## config.mk

```make
export PLATFORM = sky130hd
export DESIGN_NAME = fetch_unit
export DESIGN_NICKNAME = d
export VERILOG_FILES = /design/src/rtl/cpu_pkg.sv /design/src/rtl/pc_reg.sv /design/src/rtl/fetch_unit.sv
export SDC_FILE = /design/constraint.sdc
export NUM_CORES = 1
export LEC_CHECK = 0
export ABC_AREA = 1
export BUFFER_PORTS_ARGS = -buffer_cell sky130_fd_sc_hd__buf_2
export CAP_MARGIN = 20
export CORE_MARGIN = 3
export CORE_UTILIZATION = 54
export DETAILED_ROUTE_END_ITERATION = 6
export PLACE_DENSITY = 0.85
export SYNTH_ARGS = -nofsm -noshare
export SYNTH_HDL_FRONTEND = slang
export SYNTH_SLANG_ARGS = --single-unit
```

## constraint.sdc

```tcl
create_clock -name clk -period 5.5 [get_ports clk]
set_clock_uncertainty 0.1 [all_clocks]
set_input_delay 1.375 -clock clk [delete_from_list [all_inputs] [get_ports clk]]
set_output_delay 1.375 -clock clk [all_outputs]
set_load 0.02 [all_outputs]
```

## src/rtl/cpu_pkg.sv

```systemverilog
// Shared CPU definitions: control-state codes, register/pair enums, opcode
// constants and fetch-state encodings used by fetch_unit, decoder and control.
package cpu_pkg;

    localparam logic [15:0] CTL_RESET  = 16'hff00;
    localparam logic [15:0] CTL_FETCH  = 16'hff01;
    localparam logic [15:0] CTL_DECODE = 16'hff02;
    localparam logic [15:0] CTL_EXEC   = 16'hff03;
    localparam logic [15:0] CTL_HALT   = 16'hffff;

    typedef enum logic [2:0] {
        REG_A, REG_B, REG_C, REG_D, REG_E, REG_H, REG_L
    } reg_t;

    typedef enum logic [1:0] {
        PAIR_BC, PAIR_DE, PAIR_HL, PAIR_SP
    } pair_t;

    localparam logic [7:0] OP_NOP      = 8'h00;
    localparam logic [7:0] OP_LD_A_IMM = 8'h3e;
    localparam logic [7:0] OP_JP       = 8'hc3;
    localparam logic [7:0] OP_RST38    = 8'hff;

    typedef enum logic [1:0] {
        FS_IDLE     = 2'd0,
        FS_WAIT_OP  = 2'd1,
        FS_WAIT_IMM = 2'd2,
        FS_FAULT    = 2'd3
    } fetch_state_t;

    function automatic logic is_wait(input fetch_state_t s);
        return (s == FS_WAIT_OP) || (s == FS_WAIT_IMM);
    endfunction

endpackage

```

## src/rtl/pc_reg.sv

```systemverilog
// 16-bit program counter: synchronous load has priority over increment;
// increment wraps 16'hffff -> 16'h0000.
module pc_reg #(
    parameter logic [15:0] RESET_VAL = 16'h0000
) (
    input  logic        clk,
    input  logic        rst,
    input  logic        load,
    input  logic [15:0] load_val,
    input  logic        inc,
    output logic [15:0] q
);

    always_ff @(posedge clk) begin
        if (rst)       q <= RESET_VAL;
        else if (load) q <= load_val;
        else if (inc)  q <= q + 16'd1;
    end

endmodule

```

## src/rtl/fetch_unit.sv

```systemverilog
// Opcode/operand fetch: owns the PC, issues byte reads and holds the opcode
// steady for the decoder. Handshake: mem_rd_req is a level held until the
// cycle mem_rd_ack=1, in which mem_rdata is valid; acks outside WAIT are ignored.
import cpu_pkg::*;

module fetch_unit #(
    parameter logic [15:0] RESET_PC = 16'h0000,
    parameter logic [7:0]  TIMEOUT  = 8'd16
) (
    input  logic         clk,
    input  logic         rst,
    input  logic         cmd_fetch,
    input  logic         cmd_operand,
    input  logic         cmd_load_pc,
    input  logic [15:0]  pc_in,
    output logic [15:0]  mem_addr,
    output logic         mem_rd_req,
    input  logic         mem_rd_ack,
    input  logic [7:0]   mem_rdata,
    output logic [7:0]   opcode,
    output logic         dec_en,
    output logic [7:0]   operand,
    output logic         operand_valid,
    output logic [15:0]  pc,
    output logic         busy,
    output logic         fault,
    output fetch_state_t state_dbg
);

    fetch_state_t state_q, state_d;
    logic [7:0]   tmo_cnt;
    logic         pc_load, pc_inc, clr_dec, take_op, take_imm, go_fault, clr_fault;

    always_comb begin
        state_d   = state_q;
        pc_load   = 1'b0;
        pc_inc    = 1'b0;
        clr_dec   = 1'b0;
        take_op   = 1'b0;
        take_imm  = 1'b0;
        go_fault  = 1'b0;
        clr_fault = 1'b0;
        case (state_q)
            FS_IDLE: begin
                if (cmd_load_pc) begin
                    pc_load = 1'b1;
                    clr_dec = 1'b1;
                end else if (cmd_fetch) begin
                    state_d = FS_WAIT_OP;
                    clr_dec = 1'b1;
                end else if (cmd_operand) begin
                    state_d = FS_WAIT_IMM;
                end
            end
            FS_WAIT_OP, FS_WAIT_IMM: begin
                // An ack always beats the timeout in the same cycle.
                if (mem_rd_ack) begin
                    pc_inc   = 1'b1;
                    take_op  = (state_q == FS_WAIT_OP);
                    take_imm = (state_q == FS_WAIT_IMM);
                    state_d  = FS_IDLE;
                end else if ((TIMEOUT != 8'd0) && (tmo_cnt == TIMEOUT - 8'd1)) begin
                    go_fault = 1'b1;
                    state_d  = FS_FAULT;
                end
            end
            FS_FAULT: begin
                if (cmd_load_pc) begin
                    pc_load   = 1'b1;
                    clr_dec   = 1'b1;
                    clr_fault = 1'b1;
                    state_d   = FS_IDLE;
                end
            end
            default: state_d = FS_IDLE;
        endcase
    end

    always_ff @(posedge clk) begin
        if (rst) begin
            state_q       <= FS_IDLE;
            opcode        <= OP_NOP;
            dec_en        <= 1'b0;
            operand       <= 8'h00;
            operand_valid <= 1'b0;
            mem_rd_req    <= 1'b0;
            fault         <= 1'b0;
            tmo_cnt       <= 8'd0;
        end else begin
            state_q       <= state_d;
            mem_rd_req    <= is_wait(state_d);
            operand_valid <= take_imm;
            if (take_op) begin
                opcode <= mem_rdata;
                dec_en <= 1'b1;
            end else if (clr_dec) begin
                dec_en <= 1'b0;
            end
            if (take_imm) operand <= mem_rdata;
            if (go_fault)       fault <= 1'b1;
            else if (clr_fault) fault <= 1'b0;
            // Counts unacknowledged cycles of the read still in flight.
            if (is_wait(state_q) && is_wait(state_d)) tmo_cnt <= tmo_cnt + 8'd1;
            else                                     tmo_cnt <= 8'd0;
        end
    end

    pc_reg #(.RESET_VAL(RESET_PC)) u_pc_reg (
        .clk      (clk),
        .rst      (rst),
        .load     (pc_load),
        .load_val (pc_in),
        .inc      (pc_inc),
        .q        (pc)
    );

    assign mem_addr  = pc;
    assign busy      = (state_q != FS_IDLE);
    assign state_dbg = state_q;

endmodule

```

; ---- Yosys cells after proc, flatten, opt, wreduce, memory -nomap -nowiden
; Cells that the tools add are included.
[totals]
reg_bits = 46
inputBits = 30
wordCells = 57
output_inout_bits = 55
[classes]
n_mux = 28
addsub = 2
n_bitwise = 1
n_reduce_logical = 11
n_eq_ne = 6
[ops]
columns = op, count
row1 = two-way mux 16 bit, 2
row2 = two-way mux 1 bit, 18
row3 = "adder 16 x 1 -> 16 bit, second input constant", 1
row4 = two-way mux 2 bit, 6
row5 = "adder 8 x 1 -> 8 bit, second input constant", 1
row6 = "== test 8 x 4 -> 1 bit, second input constant", 1
row7 = nonzero test 2 bit, 4
row8 = "== test 2 bit, second input constant", 3
row9 = case mux 2 bit (3 select lines), 1
row10 = OR reduction 2 bit, 3
row11 = "== test 2 x 1 -> 1 bit, second input constant", 2
row12 = zero test 2 bit, 1
row13 = logical OR 1 bit, 2
row14 = case mux 1 bit (2 select lines), 1
row15 = logical AND 1 bit, 1
row16 = inverter 1 bit, 1

; ---- Longest topological paths before layout
[depth]
depth_word = 9
ltp_mapped = 11
ltp_nobuf = 11

; ---- Cells and area by module
; From an unflattened synthesis, not the netlist that was laid out.
[hier_totals]
cells_unflattened = 332
hier_area_um2 = 2407.3
[by_module_without_submodules]
columns = module, cells_each, instances, seq_area_each_um2, area_each_um2
row1 = fetch_unit, 184, 1, 600.6, 1396.3
row2 = pc_reg, 148, 1, 320.3, 1011.0

; ---- Worst setup path after synthesis
; OpenSTA, ideal clock, no wires.
[synth_path]
path_kind = register to output
startpoint = register state_q[0] (netlist: state_dbg[0])
endpoint = output busy
stages_incl_launch_ff = 4
path_slack_ns = 2.997
t_arrival_ns = 1.028
cell_sequence = dfxtp_1 inv_1 ha_1 inv_1
[synth_via]
elab_chain_len = 1
[synth_rtl]
columns = element, line_no
row1 = from (decl), fetch_unit.sv:30  ; fetch_state_t state_q, state_d;
row2 = from (signal assigned), fetch_unit.sv:90  ; state_q <= state_d;
row3 = nonzero test 2 bit, fetch_unit.sv:118  ; assign busy = (state_q != FS_IDLE);
row4 = to (decl), fetch_unit.sv:25  ; output logic busy,
; Every way passes these cells.

; ---- Worst setup path in the final report
; Same ends and word-level chain as after synthesis.

==> results.py <==
metrics = {
    "outcome": {
        "status": "complete, no violations",
    },
    "yosys": {
        "syn_avg_cell_area_um2": 7.12,
        "yosysTopAreaCell": "dfxtp_1",
        "ys_dominant_reg_cell": "dfxtp_1",
        "yosys_warnings": 0,
        "synthArstFlopShare_pct": 0,
        "ys_top_cells_by_count": "nand2_1 (69), nor2_1 (47), dfxtp_1 (46)",
        "netlist_top_cells_area": "dfxtp_1 (36%), nand2_1 (10%), nor2_1 (7.0%), nand3_1 (6.3%), a21oi_1 (5.7%)",
        "synth_edf_count": 0,
        "synthDistinctLibCells": 33,
        "synthCells": 356,
        "seq_area_frac_synth_pct": 36.3,
        "yosysTopAreaCellShare_pct": 36.3,
        "synth_area_um2": 2530,
        "synth_seq_cells": 46,
        "syn-num-nets": 392,
        "yosysMostFrequentCell": "nand2_1",
    },
    "routing": {
        "wl_per_cell_um": 12.8,
        "top_layer_used": "met4",
        "wl_met1_um": 2570,
        "antenna_left": 0,
        "first_iter_violations": 160,
        "firstDrtPassIters": 6,
        "vias_per_cell": 5.39,
        "dr_wl_met3_um": 579,
        "drc": 0,
        "drt-total-wl_um": 6040,
        "via_count": 2549,
        "wl_met2_um": 2790,
    },
    "clock_network": {
        "clk_path_buf_depth": 2,
        "clk-insertion-delay-late_ns": 0.30,
        "root_buffer": "clkbuf_8",
        "cts_tree": "done",
        "cts_hold_buf": 0,
        "post_cts_resize_count": 0,
        "h-tree-depth": 2,
        "post_cts_buffers": 0,
        "cts_sinks": 46,
        "cts_inserted_buffers": 5,
        "clk_pin_slew_ns": 0.08,
    },
    "critical_path": {
        "critical_path.top_delay_family": "flip-flops",
        "cp_num_buf_inv": 3,
        "cpMostUsedCell": "inv_1",
        "crit_type": "register to primary output",
        "cp_max_fo": 7,
        "crit_required_ns": 4.03,
        "cp_slowest_cell": "dfxtp_1",
        "r2r_end": "u_pc_reg.q[6]",
        "crit_chain": "inv_1 > ha_1 > inv_1 > buf_2",
        "r2r-start": "state_dbg[0]",
        "critical_path.max_stage_delay_ns": 0.48,
        "crit_arrival_ns": 1.38,
        "reg2reg_depth": 7,
        "reg2reg_slack_ns": 3.01,
        "cp-end-kind": "primary output",
        "start_kind": "register",
    },
    "min_path": {
        "hold-path-endpoint": "tmo_cnt[0]",
        "hold_class": "register to register",
        "holdPathStages": 1,
        "holdCritStartpoint": "tmo_cnt[0]",
    },
    "global_route": {
        "grt_pass1_wl_um": 10000,
        "gr-total-overflow": 0,
        "antenna_found_initial": 0,
        "grt_use_total_pct": 22.4,
        "grt_max_degree": 30,
        "grt_pass1_vias": 2355,
    },
    "sta": {
        "period_minus_slack_ns": 2.86,
        "tightest_slew_ns": 0.648,
        "fin_crit_sh_pct": 52.0,
        "setup_violations": 0,
        "hold_viol": 0,
        "slew_headroom_pct": 56.8,
        "slew_violations": 0,
        "fmax_mhz": 350,
        "grt_setup_unrepaired": "false",
        "tns_ns": 0,
    },
    "floorplanning": {
        "dieArea_um2": 5550,
        "start_util_pct": 57.0,
        "fp.dieH_um": 74.5,
        "ios": 85,
        "rows": 24,
        "die_width_um": 74.5,
        "core_um2": 4440,
    },
    "cells_and_area": {
        "area_delta_synth_final_pct": 15.6,
        "drive_gt1_share_pct": 28.5,
        "final_util_pct": 65.9,
        "n_antenna_cell": 0,
        "nets": 456,
    },
    "power_and_ir_drop": {
        "vdd_drop_max_v": 0.000339,
        "p_leak_uw": 0.00133,
        "p_per_area_nw_per_um2": 527,
    },
    "run": {
        "max-cap-violations": 0,
    },
    "place": {
        "io_buffers": 84,
        "dp_hpwl_um": 4390,
        "globalplace.congestion": 0.892,
    },
}
==> sequential cells by signal (all words and copies together) (netlist names) <==
register	cells
opcode	8
operand_valid	1
dec_en	1
state_dbg	2
operand	8
fault	1
mem_rd_req	1
u_pc_reg.q	16
tmo_cnt	8
==> cells by family after synthesis <==
family          share of synthesized area, %
flops                                   36.3
fa+ha+maj                               2.96
compound gates                          12.8
buf+inv                                 13.0
simple gates                            32.8
xor+xnor                                2.07
==> cell type report <==
type	instances	area [um^2]
flip-flops and latches	46	921
inverters	33	124
multi-input cells	250	1280
well taps	52	65.1
clock inverters	3	45.0
clock buffers	5	68.8
fillers	405	1520
repair buffers	84	420
==> layer usage <==
| metal | global-route usage, % | up-vias |
|---|---|---|
| met4 | 7.71 | 0 |
| met2 | 38.3 | 129 |
| met1 | 27.8 | 1135 |
| li1 | - | 1273 |
| met3 | 5.00 | 12 |
| met5 | 0 | - |
==> through the flow <==
stage               worst slack (ns)  power, uW  std cells  instance area [um^2]  hold slack [ns]
floorplan                       3.00       1160        356                  2530            0.328
global placement                2.59       1280        465                  2810            0.336
detailed placement              2.53       1290        465                  2810            0.343
CTS                             2.63       1550        473                  2930            0.365
global route                    2.56       1660        473                  2930            0.389
finish                          2.64       1540        473                  2930            0.361
==> report_power, final <==
| part | internal, uW | switching (uW) |
|---|---|---|
| Sequential | 410 | 92.2 |
| Clock | 135 | 121 |
| Combinational | 247 | 537 |
==> how the worst max path moves through the flow <==
stage	from	to	slack (ns)	cells past startpoint
3_5_place_dp	cmd_load_pc	u_pc_reg.q[6]	2.53	7
2_1_floorplan	state_dbg[0]	busy	3.00	3
3_3_place_gp	cmd_load_pc	u_pc_reg.q[6]	2.59	7
4_1_cts	state_dbg[0]	busy	2.63	4
5_1_grt	state_dbg[0]	busy	2.56	4
6_report	state_dbg[0]	busy	2.64	4
==> layout by cell type, fill, tap and decap left out, drive strengths merged <==
cell type / instances
clkbuf: 5
xor2: 3
clkinvlp: 2
xnor2: 3
o211ai: 1
buf: 84
a221oi: 1
or2: 2
bufinv: 1
ha: 6
a21oi: 30
dfxtp: 46
nor2: 59
nor3: 5
nand3: 35
nand4: 6
o21ai: 17
and2: 1
o32ai: 2
o31ai: 2
inv: 33
nand2: 73
o22ai: 4
No activity file was read; power rests on OpenSTA's default activity.
